===== src/rtl/bypass_window_if.sv =====
// Bundle of writeback, lookup and status signals for the bypass window.
// The slave modport is the window itself; the master modport is its environment.
interface bypass_window_if #(
    parameter int DATA_W   = 32,
    parameter int TAG_W    = 6,
    parameter int DEPTH    = 3,
    parameter int WB_PORTS = 2,
    parameter int RD_PORTS = 4,
    parameter int SRC_W    = $clog2(DEPTH + 1),
    parameter int OCC_W    = $clog2(DEPTH * WB_PORTS + 1)
);
    logic                         flush_i;
    logic [WB_PORTS-1:0]          wb_valid_i;
    logic [WB_PORTS*TAG_W-1:0]    wb_tag_i;
    logic [WB_PORTS*DATA_W-1:0]   wb_data_i;
    logic [RD_PORTS*TAG_W-1:0]    rd_tag_i;
    logic [RD_PORTS-1:0]          rd_hit_o;
    logic [RD_PORTS*DATA_W-1:0]   rd_data_o;
    logic [RD_PORTS*SRC_W-1:0]    rd_src_o;
    logic [OCC_W-1:0]             occupancy_o;

    modport slave (
        input  flush_i, wb_valid_i, wb_tag_i, wb_data_i, rd_tag_i,
        output rd_hit_o, rd_data_o, rd_src_o, occupancy_o
    );

    modport master (
        output flush_i, wb_valid_i, wb_tag_i, wb_data_i, rd_tag_i,
        input  rd_hit_o, rd_data_o, rd_src_o, occupancy_o
    );
endinterface


===== src/rtl/bypass_window.sv =====
// Retains WB_PORTS writeback results for DEPTH cycles and serves RD_PORTS
// zero-latency tag lookups, youngest match first, lowest channel within a level.
module bypass_window #(
    parameter int DATA_W      = 32,
    parameter int TAG_W       = 6,
    parameter int DEPTH       = 3,
    parameter int WB_PORTS    = 2,
    parameter int RD_PORTS    = 4,
    parameter int ZERO_TAG_HW = 1,
    parameter int SRC_W       = $clog2(DEPTH + 1)
) (
    input  logic             clk,
    input  logic             rst,
    bypass_window_if.slave   bus
);
    localparam int OCC_W = $clog2(DEPTH * WB_PORTS + 1);

    logic [WB_PORTS-1:0] r_valid [DEPTH];
    logic [TAG_W-1:0]    r_tag   [DEPTH][WB_PORTS];
    logic [DATA_W-1:0]   r_data  [DEPTH][WB_PORTS];
    logic [OCC_W-1:0]    r_occ;

    logic [WB_PORTS-1:0]        w_cap_valid;
    logic [WB_PORTS-1:0]        w_live_valid;
    logic [OCC_W-1:0]           w_next_occ;
    logic [RD_PORTS-1:0]        w_hit;
    logic [RD_PORTS*DATA_W-1:0] w_rd_data;
    logic [RD_PORTS*SRC_W-1:0]  w_rd_src;

    // Tag 0 is dropped at capture so it can never be stored nor matched live.
    always_comb begin
        w_cap_valid = '0;
        for (int k = 0; k < WB_PORTS; k++) begin
            w_cap_valid[k] = bus.wb_valid_i[k] &
                             ~((ZERO_TAG_HW != 0) && (bus.wb_tag_i[k*TAG_W +: TAG_W] == '0));
        end
        w_live_valid = w_cap_valid & {WB_PORTS{~rst}};
    end

    always_comb begin
        w_next_occ = '0;
        for (int k = 0; k < WB_PORTS; k++) begin
            w_next_occ = w_next_occ + OCC_W'(w_cap_valid[k]);
        end
        for (int s = 0; s < DEPTH - 1; s++) begin
            for (int k = 0; k < WB_PORTS; k++) begin
                w_next_occ = w_next_occ + OCC_W'(r_valid[s][k]);
            end
        end
    end

    always_ff @(posedge clk or posedge rst) begin
        if (rst) begin
            for (int s = 0; s < DEPTH; s++) r_valid[s] <= '0;
            r_occ <= '0;
        end else if (bus.flush_i) begin
            for (int s = 0; s < DEPTH; s++) r_valid[s] <= '0;
            r_occ <= '0;
        end else begin
            r_valid[0] <= w_cap_valid;
            for (int s = 1; s < DEPTH; s++) r_valid[s] <= r_valid[s-1];
            r_occ <= w_next_occ;
        end
    end

    // Payload needs no reset: it is only ever qualified by r_valid.
    always_ff @(posedge clk) begin
        for (int k = 0; k < WB_PORTS; k++) begin
            r_tag[0][k]  <= bus.wb_tag_i[k*TAG_W +: TAG_W];
            r_data[0][k] <= bus.wb_data_i[k*DATA_W +: DATA_W];
            for (int s = 1; s < DEPTH; s++) begin
                r_tag[s][k]  <= r_tag[s-1][k];
                r_data[s][k] <= r_data[s-1][k];
            end
        end
    end

    // Scan oldest-to-youngest and high-to-low channel so the last match written
    // is the youngest, lowest-channel one.
    always_comb begin
        w_hit     = '0;
        w_rd_data = '0;
        w_rd_src  = '0;
        for (int j = 0; j < RD_PORTS; j++) begin
            for (int s = DEPTH - 1; s >= 0; s--) begin
                for (int k = WB_PORTS - 1; k >= 0; k--) begin
                    if (r_valid[s][k] && (r_tag[s][k] == bus.rd_tag_i[j*TAG_W +: TAG_W])) begin
                        w_hit[j]                    = 1'b1;
                        w_rd_data[j*DATA_W +: DATA_W] = r_data[s][k];
                        w_rd_src[j*SRC_W +: SRC_W]    = SRC_W'(s + 1);
                    end
                end
            end
            for (int k = WB_PORTS - 1; k >= 0; k--) begin
                if (w_live_valid[k] &&
                    (bus.wb_tag_i[k*TAG_W +: TAG_W] == bus.rd_tag_i[j*TAG_W +: TAG_W])) begin
                    w_hit[j]                    = 1'b1;
                    w_rd_data[j*DATA_W +: DATA_W] = bus.wb_data_i[k*DATA_W +: DATA_W];
                    w_rd_src[j*SRC_W +: SRC_W]    = '0;
                end
            end
        end
    end

    assign bus.rd_hit_o    = w_hit;
    assign bus.rd_data_o   = w_rd_data;
    assign bus.rd_src_o    = w_rd_src;
    assign bus.occupancy_o = r_occ;
endmodule

===== src/flat_wrapper.sv =====
// flat-port wrapper written by rule: the top's interface ports become plain ports
module bypass_window_flat 
#(
    parameter int DATA_W      = 32,
    parameter int TAG_W       = 6,
    parameter int DEPTH       = 3,
    parameter int WB_PORTS    = 2,
    parameter int RD_PORTS    = 4,
    parameter int ZERO_TAG_HW = 1,
    parameter int SRC_W       = $clog2(DEPTH + 1)
)
  (clk, rst, bus_flush_i, bus_wb_valid_i, bus_wb_tag_i, bus_wb_data_i, bus_rd_tag_i, bus_rd_hit_o, bus_rd_data_o, bus_rd_src_o, bus_occupancy_o);
  bypass_window_if #(.DATA_W(DATA_W), .TAG_W(TAG_W), .DEPTH(DEPTH), .WB_PORTS(WB_PORTS), .RD_PORTS(RD_PORTS), .SRC_W(SRC_W)) bus_i ();
  input  logic clk;
  input  logic rst;
  input wire logic [$bits(bus_i.flush_i)-1:0] bus_flush_i;
  input wire logic [$bits(bus_i.wb_valid_i)-1:0] bus_wb_valid_i;
  input wire logic [$bits(bus_i.wb_tag_i)-1:0] bus_wb_tag_i;
  input wire logic [$bits(bus_i.wb_data_i)-1:0] bus_wb_data_i;
  input wire logic [$bits(bus_i.rd_tag_i)-1:0] bus_rd_tag_i;
  output wire logic [$bits(bus_i.rd_hit_o)-1:0] bus_rd_hit_o;
  output wire logic [$bits(bus_i.rd_data_o)-1:0] bus_rd_data_o;
  output wire logic [$bits(bus_i.rd_src_o)-1:0] bus_rd_src_o;
  output wire logic [$bits(bus_i.occupancy_o)-1:0] bus_occupancy_o;
  assign bus_i.flush_i = bus_flush_i;
  assign bus_i.wb_valid_i = bus_wb_valid_i;
  assign bus_i.wb_tag_i = bus_wb_tag_i;
  assign bus_i.wb_data_i = bus_wb_data_i;
  assign bus_i.rd_tag_i = bus_rd_tag_i;
  assign bus_rd_hit_o = bus_i.rd_hit_o;
  assign bus_rd_data_o = bus_i.rd_data_o;
  assign bus_rd_src_o = bus_i.rd_src_o;
  assign bus_occupancy_o = bus_i.occupancy_o;
  bypass_window #(.DATA_W(DATA_W), .TAG_W(TAG_W), .DEPTH(DEPTH), .WB_PORTS(WB_PORTS), .RD_PORTS(RD_PORTS), .ZERO_TAG_HW(ZERO_TAG_HW), .SRC_W(SRC_W)) u_core (.clk(clk), .rst(rst), .bus(bus_i));
endmodule

===== config.mk =====
export PLATFORM = sky130hd
export DESIGN_NAME = bypass_window_flat
export DESIGN_NICKNAME = d
export VERILOG_FILES = /design/src/rtl/bypass_window_if.sv /design/src/rtl/bypass_window.sv /design/src/flat_wrapper.sv
export SDC_FILE = /design/constraint.sdc
export NUM_CORES = 1
export LEC_CHECK = 0
export ABC_AREA = 1
export CELL_PAD_IN_SITES_DETAIL_PLACEMENT = 1
export CELL_PAD_IN_SITES_GLOBAL_PLACEMENT = 2
export CORE_ASPECT_RATIO = 0.5
export CORE_MARGIN = 5
export CORE_UTILIZATION = 29
export CTS_CLUSTER_SIZE = 40
export DETAILED_ROUTE_END_ITERATION = 16
export MAX_ROUTING_LAYER = met4
export PLACE_DENSITY_LB_ADDON = 0.15
export SLEW_MARGIN = 5
export SYNTH_ARGS = -nofsm -noshare
export SYNTH_HDL_FRONTEND = slang
export SYNTH_SLANG_ARGS = --single-unit

===== constraint.sdc =====
create_clock -name clk -period 4.45 [get_ports clk]
set_clock_uncertainty 0.2 [all_clocks]
set_input_delay 1.335 -clock clk [delete_from_list [all_inputs] [get_ports clk]]
set_output_delay 1.335 -clock clk [all_outputs]
set_load 0.01 [all_outputs]

==> metrics <==
run status=complete, but fails checks; violations in the final reports=negative setup slack; final worst path period share=111.8%; clock tree root driver cell=sky130_fd_sc_hd__clkbuf_16; cells after synthesis=3979; top fanout value on the critical path=6; core box area=0.07105 sq mm; residual DRC count=0; number of top-level design ports=248; Power Total=6.901 mW; summed instance area of the synthesized netlist=0.02083 sq mm; top flip-flop cell by instance count after synthesis=sky130_fd_sc_hd__dfxtp_1; maximum number of pins on one net before global-route repair=43; Die Ht=199.5 um; syn avg cell area=5.234 sq um; worst relative slew slack=61.81%; hpwl dp=96.62 mm; post-placement cell area=0.02745 sq mm; final core area utilization=54.20%; largest vdd supply drop=345.1 uV; overall fraction of global-route tracks in use=36.44%; Place WS=-1.630 ns; unrepaired setup endpoints after global routing=true; crit start category=primary input; number of enable flip-flop cells after synthesis=0; Area growth, synth to finish=84.91%; leading cell type in the layout, fill and taps excluded=sky130_fd_sc_hd__nand2_1; final slew viol count=0; standard-cell row count=69; max-cap violations=0; vias after detailed routing=32533; required time of the worst setup path=2.91 ns; DP Cell Count=5344; effective utilization at floorplan=29.31%; DRT Wirelength=165.7 mm; reg-to-reg slack, setup=1.91 ns; Overflow after GRT=0; upper clock frequency limit=200.9 MHz; routability congestion estimate from global placement=0.9315; Layout fillers=8955; Leak=19.21 nW; Met1 Wirelength=65.20 mm; via count of the first global-routing pass=30593; Top Layer Used=met4; share of post-route cells with drive strength above 1=43.94%; H-tree Lvls=1; drt first-iter violations=3570; number of warnings printed during yosys synthesis=0; Pre-Repair DR Iteration Count=6; Final min period=4.977 ns; die width=389.0 um; Worst Setup Slack, final=-0.5272 ns; global-route wire length before repair=204.8 mm; antenna violations before repair=2; most frequent cells in the layout=sky130_fd_sc_hd__nand2_1, sky130_fd_sc_hd__nand2_2, sky130_fd_sc_hd__inv_1, sky130_fd_sc_hd__nand3_1, sky130_fd_sc_hd__nor2_1; switching portion of total power=35.16%; arrival time at the worst endpoint=3.44 ns; final setup TNS=-52.47 ns; number of buffers inserted for hold repair after clock tree synthesis=0; Met3 Routed Length=17.41 mm; Yosys cell types=38; number of clock sinks=237; port bufs=247; power share of the sequential group=35.2%; number of failing setup endpoints in the final timing report=142; sw power=2.426 mW; routed length per placed instance=28.87 um; slew at the pin closest to its max-slew limit=0.5720 ns; CTS clk-pin slew, worst paths=0.07 ns; Worst Hold Margin=0.2063 ns; final standard cell area without fillers=0.03851 sq mm; total CTS buffers=29; Nets=4867; met2 wire len=73.44 mm; flop and latch count out of synthesis=237; vias per std cell=5.668; share of flip-flops with an asynchronous set or reset after synthesis=3.797%; type of destination of the critical path=output pin; Max clock buf depth=3; Hold Vio Cnt, Final=0; post-layout instance count excluding filler cells=5740; Worst-Skew Late Latency=0.64 ns; proportion of synthesized chip area in sequential cells=23.00%; kind of critical path=in -> out; power density over cell area=179.2 mW/mm^2; clock group share of total power=41.4%; Tightest Hold Check Type=reg -> reg; Antenna Violating Nets Remaining=0; combinational fraction of design power=23.4%; die outline area=0.07760 sq mm; post-synth net total=4088; TritonCTS clock tree=done; cell-internal power=4.475 mW
## worst max-delay path: stages
cell,delay [ns]
sky130_fd_sc_hd__buf_6,0.10
sky130_fd_sc_hd__buf_6,0.12
sky130_fd_sc_hd__buf_6,0.11
sky130_fd_sc_hd__buf_6,0.10
sky130_fd_sc_hd__xor2_1,0.16
sky130_fd_sc_hd__nor2_1,0.21
sky130_fd_sc_hd__nand3_2,0.14
sky130_fd_sc_hd__nor2_4,0.12
sky130_fd_sc_hd__buf_12,0.16
sky130_fd_sc_hd__buf_6,0.12
sky130_fd_sc_hd__nor2_4,0.03
sky130_fd_sc_hd__buf_8,0.15
sky130_fd_sc_hd__buf_6,0.12
sky130_fd_sc_hd__nand3_2,0.05
sky130_fd_sc_hd__nand2_2,0.07
sky130_fd_sc_hd__a21oi_4,0.20
sky130_fd_sc_hd__buf_6,0.13
## cells in the mapped netlist, types with 5 or more instances
| cell type | n | area share [%] |
|---|---|---|
| sky130_fd_sc_hd__dfxtp_1 | 228 | 22 |
| sky130_fd_sc_hd__dfrtp_1 | 9 | 1.1 |
| sky130_fd_sc_hd__clkbuf_2 | 5 | 0.12 |
| sky130_fd_sc_hd__nand4_1 | 40 | 1.2 |
| sky130_fd_sc_hd__inv_2 | 44 | 0.79 |
| sky130_fd_sc_hd__o21ai_0 | 143 | 3.4 |
| sky130_fd_sc_hd__nor2_2 | 24 | 0.72 |
| sky130_fd_sc_hd__nor3_1 | 24 | 0.58 |
| sky130_fd_sc_hd__o22ai_1 | 8 | 0.24 |
| sky130_fd_sc_hd__buf_2 | 146 | 3.5 |
| sky130_fd_sc_hd__clkbuf_1 | 48 | 0.87 |
| sky130_fd_sc_hd__nand3_1 | 411 | 9.9 |
| sky130_fd_sc_hd__nand2_2 | 7 | 0.21 |
| sky130_fd_sc_hd__o21ai_1 | 36 | 0.87 |
| sky130_fd_sc_hd__xnor2_1 | 12 | 0.50 |
| sky130_fd_sc_hd__buf_4 | 33 | 1.2 |
| sky130_fd_sc_hd__a21oi_1 | 181 | 4.3 |
| sky130_fd_sc_hd__buf_6 | 5 | 0.27 |
| sky130_fd_sc_hd__nand2_1 | 1650 | 30 |
| sky130_fd_sc_hd__inv_1 | 441 | 7.9 |
| sky130_fd_sc_hd__nor2_1 | 423 | 7.6 |
| sky130_fd_sc_hd__xor2_1 | 29 | 1.2 |
## logic make-up after synthesis
group,share of synthesized area (%)
AND/OR/NAND/NOR,50.93
adder cells (fa/ha/maj),0.3485
AO/OA/AOI/OAI,9.234
XOR/XNOR,1.724
flip-flops,23.00
buffers and inverters,14.76
## repair_timing
item | 4_1_cts | 5_1_grt
setup endpoints to repair | 140 | 143
setup buffers | 164 | 118
gates cloned | 49 | 56
endpoints found under the hold margin | 0 | 0
gates resized for setup | 1513 | 1055
pin swaps | 246 | 434
## flip-flops by register name (all words and copies together), names as in the netlist
name	cells
u_core.r_tag	36
u_core.r_valid	6
u_core.bus.occupancy_o	3
u_core.r_data	192
## cell type report
type / count / area, sq um / share of cell area (%)
Antenna cell: 1 / 2.502 / 0.006498
Tap cell: 958 / 1199 / 3.113
Clock buffer: 33 / 770.7 / 2.001
Inverter: 488 / 2001 / 5.195
Timing Repair Buffer: 985 / 12210 / 31.71
Multi-Input combinational cell: 3017 / 17260 / 44.82
Sequential cell: 237 / 4790 / 12.44
Clock inverter: 21 / 279.0 / 0.7245
## power by group through the flow
| stage | Sequential, mW | Clock (mW) | Combinational (mW) |
|---|---|---|---|
| finish | 2.43 | 2.86 | 1.61 |
| global route | 2.43 | 2.92 | 1.67 |
| CTS | 2.40 | 2.83 | 1.28 |
| detailed placement | 2.45 | 0 | 1.11 |
| global placement | 2.45 | 0 | 1.10 |
| floorplan | 2.37 | 0 | 0.474 |
## layer usage
| layer | up-vias | GRT usage, % |
|---|---|---|
| li1 | 13858 | - |
| met5 | - | - |
| met4 | 0 | 15.84 |
| met2 | 1919 | 61.01 |
| met3 | 559 | 5.642 |
| met1 | 16197 | 43.87 |
## worst paths after layout
| kind | startpoint | end | cells past startpoint |
|---|---|---|---|
| worst max-delay path | bus_wb_tag_i[6] | bus_rd_data_o[93] | 17 |
| worst min-delay path | u_core.r_data[0][107]$_DFF_P_ | u_core.r_data[0][171]$_DFF_P_ | 0 |
| worst max register to register | u_core.r_valid[2]$_DFF_PP0_ | u_core.bus.occupancy_o[1]$_DFF_PP0_ | 5 |
| worst min register to register | u_core.r_data[0][107]$_DFF_P_ | u_core.r_data[0][171]$_DFF_P_ | 0 |
| max in group asynchronous | rst | u_core.r_valid[0]$_DFF_PP0_ | 4 |
| min in group asynchronous | rst | u_core.r_valid[2]$_DFF_PP0_ | 4 |
Note: power is estimated with default switching activity, not from simulation.
